<file path="config.mk">
export PLATFORM = sky130hd
export DESIGN_NAME = uart_rx_cfg
export DESIGN_NICKNAME = d
export VERILOG_FILES = /design/src/rtl/uart_rx_cfg.sv
export SDC_FILE = /design/constraint.sdc
export NUM_CORES = 1
export LEC_CHECK = 0
export ABC_AREA = 1
export CAP_MARGIN = 10
export CELL_PAD_IN_SITES_DETAIL_PLACEMENT = 0
export CELL_PAD_IN_SITES_GLOBAL_PLACEMENT = 1
export CORE_MARGIN = 8
export CORE_UTILIZATION = 43
export CTS_CLUSTER_DIAMETER = 120
export DETAILED_ROUTE_END_ITERATION = 12
export PLACE_DENSITY_LB_ADDON = 0.1
export SLEW_MARGIN = 15
export SYNTH_ARGS = -nofsm -noshare
export SYNTH_HDL_FRONTEND = slang
export SYNTH_SLANG_ARGS = --single-unit
</file>
<file path="constraint.sdc">
create_clock -name clk -period 5.6 [get_ports clk]
set_input_delay 1.12 -clock clk [delete_from_list [all_inputs] [get_ports clk]]
set_output_delay 1.12 -clock clk [all_outputs]
set_load 0.01 [all_outputs]
</file>
<file path="src/rtl/uart_rx_cfg.sv">
// -----------------------------------------------------------------------------
// uart_rx_cfg
//
// Configurable UART receiver. The serial line is oversampled on an external
// baud_en tick (OVERSAMPLE ticks per bit), deserialized LSB-first, and the
// optional parity bit and one or two stop bits are checked. Frame format is
// captured when a start edge is detected and stays fixed for that frame.
//
// Ports:
//   clk         system clock
//   rst         synchronous active-high reset
//   baud_en     one-clk oversample tick at OVERSAMPLE x bit rate
//   rx_in       serial line, idle high, asynchronous to clk
//   data_bits   00=5, 01=6, 10=7, 11=8 data bits
//   parity_en   1 = parity bit present
//   parity_sel  0 = odd, 1 = even
//   stop_bits   0 = one, 1 = two stop bits
//   rx_data     last received word, zero above the data width
//   rx_ready    one-clk pulse when a frame completes
//   rx_error    parity_err | frame_err of the last frame
//   parity_err  last frame failed its parity check
//   frame_err   a sampled stop bit of the last frame was 0
// -----------------------------------------------------------------------------
module uart_rx_cfg #(
   parameter int OVERSAMPLE = 16
) (
   input  logic       clk,
   input  logic       rst,
   input  logic       baud_en,
   input  logic       rx_in,
   input  logic [1:0] data_bits,
   input  logic       parity_en,
   input  logic       parity_sel,
   input  logic       stop_bits,
   output logic [7:0] rx_data,
   output logic       rx_ready,
   output logic       rx_error,
   output logic       parity_err,
   output logic       frame_err
);

   localparam int CW = (OVERSAMPLE > 1) ? $clog2(OVERSAMPLE) : 1;
   localparam logic [CW-1:0] HALF_LAST = CW'(OVERSAMPLE / 2 - 1);
   localparam logic [CW-1:0] FULL_LAST = CW'(OVERSAMPLE - 1);

   typedef enum logic [2:0] {
      S_IDLE,
      S_START,
      S_DATA,
      S_PARITY,
      S_STOP1,
      S_STOP2,
      S_DONE,
      S_BREAK
   } state_t;

   // Two-stage synchronizer; idles high so reset never looks like a start bit.
   logic sync1_reg;
   logic sync2_reg;
   logic rxs;

   state_t     state_reg, state_next;
   logic [CW-1:0] tick_cnt_reg, tick_cnt_next;
   logic [2:0] bit_idx_reg, bit_idx_next;
   logic [7:0] shift_reg, shift_next;
   logic       perr_reg, perr_next;
   logic       ferr_reg, ferr_next;

   // Frame format captured at start detection.
   logic [1:0] fmt_bits_reg, fmt_bits_next;
   logic       fmt_par_en_reg, fmt_par_en_next;
   logic       fmt_par_sel_reg, fmt_par_sel_next;
   logic       fmt_stop_reg, fmt_stop_next;

   logic [7:0] rx_data_reg, rx_data_next;
   logic       rx_ready_reg, rx_ready_next;
   logic       parity_err_reg, parity_err_next;
   logic       frame_err_reg, frame_err_next;

   logic [2:0] last_idx;
   logic [7:0] data_mask;
   logic       finish;

   assign rxs      = sync2_reg;
   assign last_idx = 3'd4 + {1'b0, fmt_bits_reg};

   // Bits at or below the last data index belong to the word.
   genvar gi;
   generate
      for (gi = 0; gi < 8; gi++) begin : g_mask
         assign data_mask[gi] = (gi <= int'(last_idx));
      end
   endgenerate

   always_comb begin
      state_next       = state_reg;
      tick_cnt_next    = tick_cnt_reg;
      bit_idx_next     = bit_idx_reg;
      shift_next       = shift_reg;
      perr_next        = perr_reg;
      ferr_next        = ferr_reg;
      fmt_bits_next    = fmt_bits_reg;
      fmt_par_en_next  = fmt_par_en_reg;
      fmt_par_sel_next = fmt_par_sel_reg;
      fmt_stop_next    = fmt_stop_reg;
      rx_data_next     = rx_data_reg;
      rx_ready_next    = 1'b0;
      parity_err_next  = parity_err_reg;
      frame_err_next   = frame_err_reg;
      finish           = 1'b0;

      case (state_reg)
         S_IDLE: begin
            if (baud_en && !rxs) begin
               state_next       = S_START;
               tick_cnt_next    = '0;
               shift_next       = '0;
               perr_next        = 1'b0;
               ferr_next        = 1'b0;
               fmt_bits_next    = data_bits;
               fmt_par_en_next  = parity_en;
               fmt_par_sel_next = parity_sel;
               fmt_stop_next    = stop_bits;
            end
         end

         S_START: begin
            if (baud_en) begin
               if (tick_cnt_reg == HALF_LAST) begin
                  tick_cnt_next = '0;
                  if (rxs) begin
                     // Line went back high before mid-bit: glitch, not a frame.
                     state_next = S_IDLE;
                  end else begin
                     state_next   = S_DATA;
                     bit_idx_next = '0;
                  end
               end else begin
                  tick_cnt_next = tick_cnt_reg + 1'b1;
               end
            end
         end

         S_DATA: begin
            if (baud_en) begin
               if (tick_cnt_reg == FULL_LAST) begin
                  tick_cnt_next           = '0;
                  shift_next[bit_idx_reg] = rxs;
                  if (bit_idx_reg == last_idx) begin
                     state_next = fmt_par_en_reg ? S_PARITY : S_STOP1;
                  end else begin
                     bit_idx_next = bit_idx_reg + 3'd1;
                  end
               end else begin
                  tick_cnt_next = tick_cnt_reg + 1'b1;
               end
            end
         end

         S_PARITY: begin
            if (baud_en) begin
               if (tick_cnt_reg == FULL_LAST) begin
                  tick_cnt_next = '0;
                  // Even parity needs total XOR 0, odd needs total XOR 1.
                  perr_next  = ((^(shift_reg & data_mask)) ^ rxs) != ~fmt_par_sel_reg;
                  state_next = S_STOP1;
               end else begin
                  tick_cnt_next = tick_cnt_reg + 1'b1;
               end
            end
         end

         S_STOP1: begin
            if (baud_en) begin
               if (tick_cnt_reg == FULL_LAST) begin
                  tick_cnt_next = '0;
                  ferr_next     = ferr_reg | ~rxs;
                  if (fmt_stop_reg) begin
                     state_next = S_STOP2;
                  end else begin
                     state_next = S_DONE;
                     finish     = 1'b1;
                  end
               end else begin
                  tick_cnt_next = tick_cnt_reg + 1'b1;
               end
            end
         end

         S_STOP2: begin
            if (baud_en) begin
               if (tick_cnt_reg == FULL_LAST) begin
                  tick_cnt_next = '0;
                  ferr_next     = ferr_reg | ~rxs;
                  state_next    = S_DONE;
                  finish        = 1'b1;
               end else begin
                  tick_cnt_next = tick_cnt_reg + 1'b1;
               end
            end
         end

         S_DONE: begin
            // A bad stop bit may mean the line is held low (break): wait for
            // it to return high instead of re-triggering on the low level.
            state_next = ferr_reg ? S_BREAK : S_IDLE;
         end

         S_BREAK: begin
            if (baud_en && rxs) begin
               state_next = S_IDLE;
            end
         end

         default: begin
            state_next = S_IDLE;
         end
      endcase

      // Results are registered on the final stop-bit tick so that rx_data and
      // the flags are valid in the same cycle as the rx_ready pulse (DONE).
      if (finish) begin
         rx_data_next    = shift_reg & data_mask;
         parity_err_next = perr_reg;
         frame_err_next  = ferr_next;
         rx_ready_next   = 1'b1;
      end
   end

   always_ff @(posedge clk) begin
      if (rst) begin
         sync1_reg       <= 1'b1;
         sync2_reg       <= 1'b1;
         state_reg       <= S_IDLE;
         tick_cnt_reg    <= '0;
         bit_idx_reg     <= '0;
         shift_reg       <= '0;
         perr_reg        <= 1'b0;
         ferr_reg        <= 1'b0;
         fmt_bits_reg    <= '0;
         fmt_par_en_reg  <= 1'b0;
         fmt_par_sel_reg <= 1'b0;
         fmt_stop_reg    <= 1'b0;
         rx_data_reg     <= '0;
         rx_ready_reg    <= 1'b0;
         parity_err_reg  <= 1'b0;
         frame_err_reg   <= 1'b0;
      end else begin
         sync1_reg       <= rx_in;
         sync2_reg       <= sync1_reg;
         state_reg       <= state_next;
         tick_cnt_reg    <= tick_cnt_next;
         bit_idx_reg     <= bit_idx_next;
         shift_reg       <= shift_next;
         perr_reg        <= perr_next;
         ferr_reg        <= ferr_next;
         fmt_bits_reg    <= fmt_bits_next;
         fmt_par_en_reg  <= fmt_par_en_next;
         fmt_par_sel_reg <= fmt_par_sel_next;
         fmt_stop_reg    <= fmt_stop_next;
         rx_data_reg     <= rx_data_next;
         rx_ready_reg    <= rx_ready_next;
         parity_err_reg  <= parity_err_next;
         frame_err_reg   <= frame_err_next;
      end
   end

   assign rx_data    = rx_data_reg;
   assign rx_ready   = rx_ready_reg;
   assign parity_err = parity_err_reg;
   assign frame_err  = frame_err_reg;
   assign rx_error   = parity_err_reg | frame_err_reg;

endmodule

</file>
[Word-level counts from Yosys, hierarchy flattened]
Cells that the tools add are included.
W data, S select, Z words.
Word-level totals
  register bits after elaboration: 38
  bits of input ports: 9
  output and inout bits: 12
  logic and storage cells: 132
Operators by class
  add/sub/neg operators: 3
  $lt $le $gt $ge: 9
  equal/unequal tests: 27
  muxes and demuxes: 53
  bitwise operators: 6
  reductions and logical operators: 18
Operators with widths (count)
  $mux W3: 21
  $ne A2 B2 Y1 const B: 15
  $mux W8: 3
  $pmux W3 S8: 1
  $mux W4: 5
  $pmux W8 S2: 1
  $mux W1: 13
  $reduce_and A13 Y1: 1
  $eq A3 B3 Y1 const B: 4
  $le A3 B3 Y1 const A: 4
  $pmux W4 S3: 1
  $reduce_and A4 Y1: 3
  $and A8 B8 Y8: 1
  $bwmux W8: 1
  $reduce_xor A8 Y1: 1
  $reduce_and A7 Y1: 1
  $eq A3 B2 Y1 const B: 2
  $le A2 B3 Y1 const A: 2
  $pmux W1 S2: 3
  $pmux W3 S2: 1
  $reduce_bool A2 Y1: 3
  $add A4 B1 Y4 const B: 1
  $eq A4 B3 Y1 const B: 1
  $eq A4 B4 Y1 const B: 1
  other kinds (21): 26

[Longest topological paths before layout]
  depth in word-level cells: 9
  mapped depth: 12
  depth with buffers taken out: 12

[Least setup slack after synthesis]
OpenSTA, ideal clock, no wires.
  path type: input-to-reg
  start point: input port baud_en
  end point: register tick_cnt_reg[2]
  library setup time: 128 ps
  data arrival time: 2116 ps
  data required time: 5472 ps
  slack: 3356 ps
  stages: 7
  buffers on the path: 0
  cells stage by stage: inv_1 nor2_1 nor2_1 a211oi_1 inv_1 a21oi_1 nor3_1
On the way
  word-level cells in the longest chain between the ends: 3
  elaborated cells on any way between the ends: 5
  classes of those cells: eq/ne (3); reduce/logical (2)
Ends and longest elaborated chain
  start: declaration: RTL line 29  | input logic baud_en,
  $logic_and A1 B1 Y1: RTL line 114  | if (baud_en && !rxs) begin
  $ne A2 B2 Y1 (no source line)
  $reduce_and A4 Y1 (no source line) (*)
  end signal: assignment: RTL line 252  | tick_cnt_reg <= tick_cnt_next;
  end: declaration: RTL line 63  | logic [CW-1:0] tick_cnt_reg, tick_cnt_next;
Every way passes the cells marked *; elsewhere a longest branch is shown, timed or not.
A chain may end at the register's enable or synchronous reset.

[Final worst setup path]
Same ends and word-level chain as after synthesis.

==> run summary <==
Number of synthesized flops with an enable pin -> 0
Diode count -> 0
Root Buffer Master -> clkbuf_8
Hold_sp -> sync1_reg$_SDFF_PP1_
Max Fclk -> 353 MHz
Post-Syn Instances -> 290
Max Slew Vio Count -> 0
Synth Area per Inst -> 6.85 µm²
Final setup viols -> 0
WP depth -> 8
Cells after DPL -> 353
Clk slew on worst S/H paths -> 0.06 ns
DIE AREA -> 7050 µm²
RePlAce Congestion -> 0.849
Critical Path AT -> 2.97 ns
Drt total wl -> 4.67 mm
Top_reg_cell synth -> dfxtp_1
Clock Power Share -> 28.8%
PostCTS Resize Cnt -> 0
DP Area -> 2210 µm²
DRT antenna net count -> 0
CP Launch Point -> baud_en
Grt met2 use -> 20.7%
Final Hold Vio Count -> 0
CP Launch Type -> input pin
Leakage -> 0.936 nW
Outcome -> finished, final reports clean
Flop-to-flop setup slack -> 3.42 ns
Total congestion overflow -> 0
Final Critical Period -> 2.84 ns
Row cnt -> 24
Met1 usage in global routing -> 18.7%
Register bit total from synthesis -> 38
Die Span X -> 84.0 µm
DR pass1 iterations -> 4
Sequential share of the synthesized area -> 38.3%
Crit-path cells -> clkdlybuf4s50_1 -> inv_1 -> nor2_1 -> nor2_1 -> a211oi_1 -> inv_1 -> a21oi_1 -> nor3_1
Initial antenna violation count -> 0
Core Footprint -> 4410 µm²
H-tree levels -> 2
RSZ-0062 raised after global routing -> false
Maximum vdd ir drop -> 201 µV
Layout cells sized above 1 -> 6.84%
Comb pwr share -> 22.3%
Slowest cell delay on critical path -> 0.56 ns
Critical-path top delay cell -> a211oi_1
Layout fillers -> 466
Clock Path Buffers -> 2
Area Overhead vs Synth -> 15.6%
Sw Share -> 31.9%
Tot GR Track Use -> 13.7%
Met3 Track Usage GR -> 3.81%
Layout Cells excl Fill -> 359
Hold path cells -> 1
Initial Util -> 45.0%
Tcrit/Tclk final -> 50.6%
Final instance area -> 2300 µm²
Sequential Power Share -> 48.9%
Reg-to-reg startpoint -> state_reg[1]$_SDFFE_PP0P_
Post-detailed-placement half-perimeter wirelength -> 3.52 mm
First-pass GRT wire length -> 8.23 mm
CTS tree -> yes
Crit Path Class -> in2reg
Most frequent cells in the layout -> nand2_1, dfxtp_1, nor2_1, o21ai_0, a21oi_1
Hold Path Class -> reg2reg
WHS -> 0.412 ns
R2R depth -> 7
Worst setup EP type -> flip-flop
I/O pin cnt -> 21
Crit path max-delay family -> buffers and inverters
Worst EP required -> 5.73 ns
Crit Path Max Fanout -> 6
Buffers & Inverters on Critical Path -> 3
Most common cell after layout, fill and taps aside -> nand2_1
Post-CTS setup buffer count -> 0
Post-cts hold buffer count -> 0
Max-cap viol count -> 0
DRT iter0 DRCs -> 101
Vias per cell -> 5.21
Clock Skew -> 0.00702 ns
Number of global-route vias before repair -> 1739
CTS Buf Count -> 5
Worst-Skew Late Latency -> 0.28 ns
DIE HEIGHT -> 84.0 µm
Final setup TNS -> 0 ns
Nets -> 322
Synthesis Warnings -> 0
Drt wl/cell -> 13.0 µm
DR vias -> 1872
Synthesized cell area -> 1990 µm²
Switching Power -> 0.000201 W
P per Cell Area -> 275 nW/µm²
Mapped Nets -> 304
GRT busiest layer -> met2
PortBufs -> 20
Cell-internal power -> 0.000430 W
Largest net degree at the start of global routing -> 21
Worst-Margin Slew -> 0.728 ns
Finished Core Util -> 52.0%
TritonCTS Sinks -> 38
Post-synthesis async set-or-reset flop share -> 0%
Slew headroom -> 51.3%
DR DRC count -> 0
Library cells used by synthesis -> 31
path summary, 6_finish.rpt:
| check | end |
|---|---|
| setup / recovery | tick_cnt_reg[2]$_SDFFE_PP0P_ |
| hold / removal | rxs$_SDFF_PP1_ |
| setup reg to reg | tick_cnt_reg[2]$_SDFFE_PP0P_ |
| hold reg to reg | rxs$_SDFF_PP1_ |
cell usage after synthesis (all sizes together) (2+ instances only):
cell type  count  area [µm²]
nand2         67         254
dfxtp         38         761
o21ai         34         178
nor2          31         116
inv           30         113
a21oi         28         140
nand3         16        90.1
nor3          11        66.3
clkbuf         6        23.8
ha             5        62.6
or2            4        25.0
buf            3        13.8
o211ai         3        22.5
a211oi         2        15.0
nand4          2        12.5
xnor2          2        17.5
xor2           2        17.5
power by group through the flow:
stage	combinational, W	sequential, W	clock, W
5_1_grt	0.000162	0.000312	0.000203
4_1_cts	0.000141	0.000308	0.000188
3_5_place_dp	0.000139	0.000314	0
2_1_floorplan	0.000112	0.000306	0
3_3_place_gp	0.000140	0.000315	0
6_report	0.000141	0.000309	0.000182
routing by layer:
layer,vias up,part of all wire [%]
met4,0,0.73
met2,30,44
li1,987,-
met1,851,52
met3,4,3.8
met5,-,0
through the flow:
| step | total power, W | setup WS (ns) |
|---|---|---|
| after floorplan | 0.000418 | 3.36 |
| after global placement | 0.000455 | 2.53 |
| after detailed placement | 0.000453 | 2.51 |
| after CTS | 0.000637 | 2.81 |
| after global routing | 0.000676 | 2.64 |
| final | 0.000631 | 2.76 |
logic make-up after synthesis:
group                    after synthesis  synth area share (%)
XOR/XNOR                               4                  1.76
AO/OA/AOI/OAI                         72                  20.5
flip-flops                            38                  38.3
AND/OR/NAND/NOR                      131                  28.4
buffers and inverters                 40                  7.81
adder cells (fa/ha/maj)                5                  3.15
worst register-to-register path: cells and delay by family, from the launching register on:
kind            cells  cell delay [ns]
flops               1             0.50
fa+ha+maj           1             0.32
compound gates      2             0.76
simple gates        2             0.16
buf+inv             2             0.29
area by class of cell:
type | instances | area (µm²) | area share (%)
Sequential cell | 38 | 761 | 33.1
Tap cell | 52 | 65.1 | 2.83
Clock buffer | 6 | 82.6 | 3.60
Multi-Input combinational cell | 212 | 1070 | 46.6
Timing Repair Buffer | 20 | 200 | 8.72
Inverter | 31 | 118 | 5.12
No activity file was read; power rests on OpenSTA's default activity.
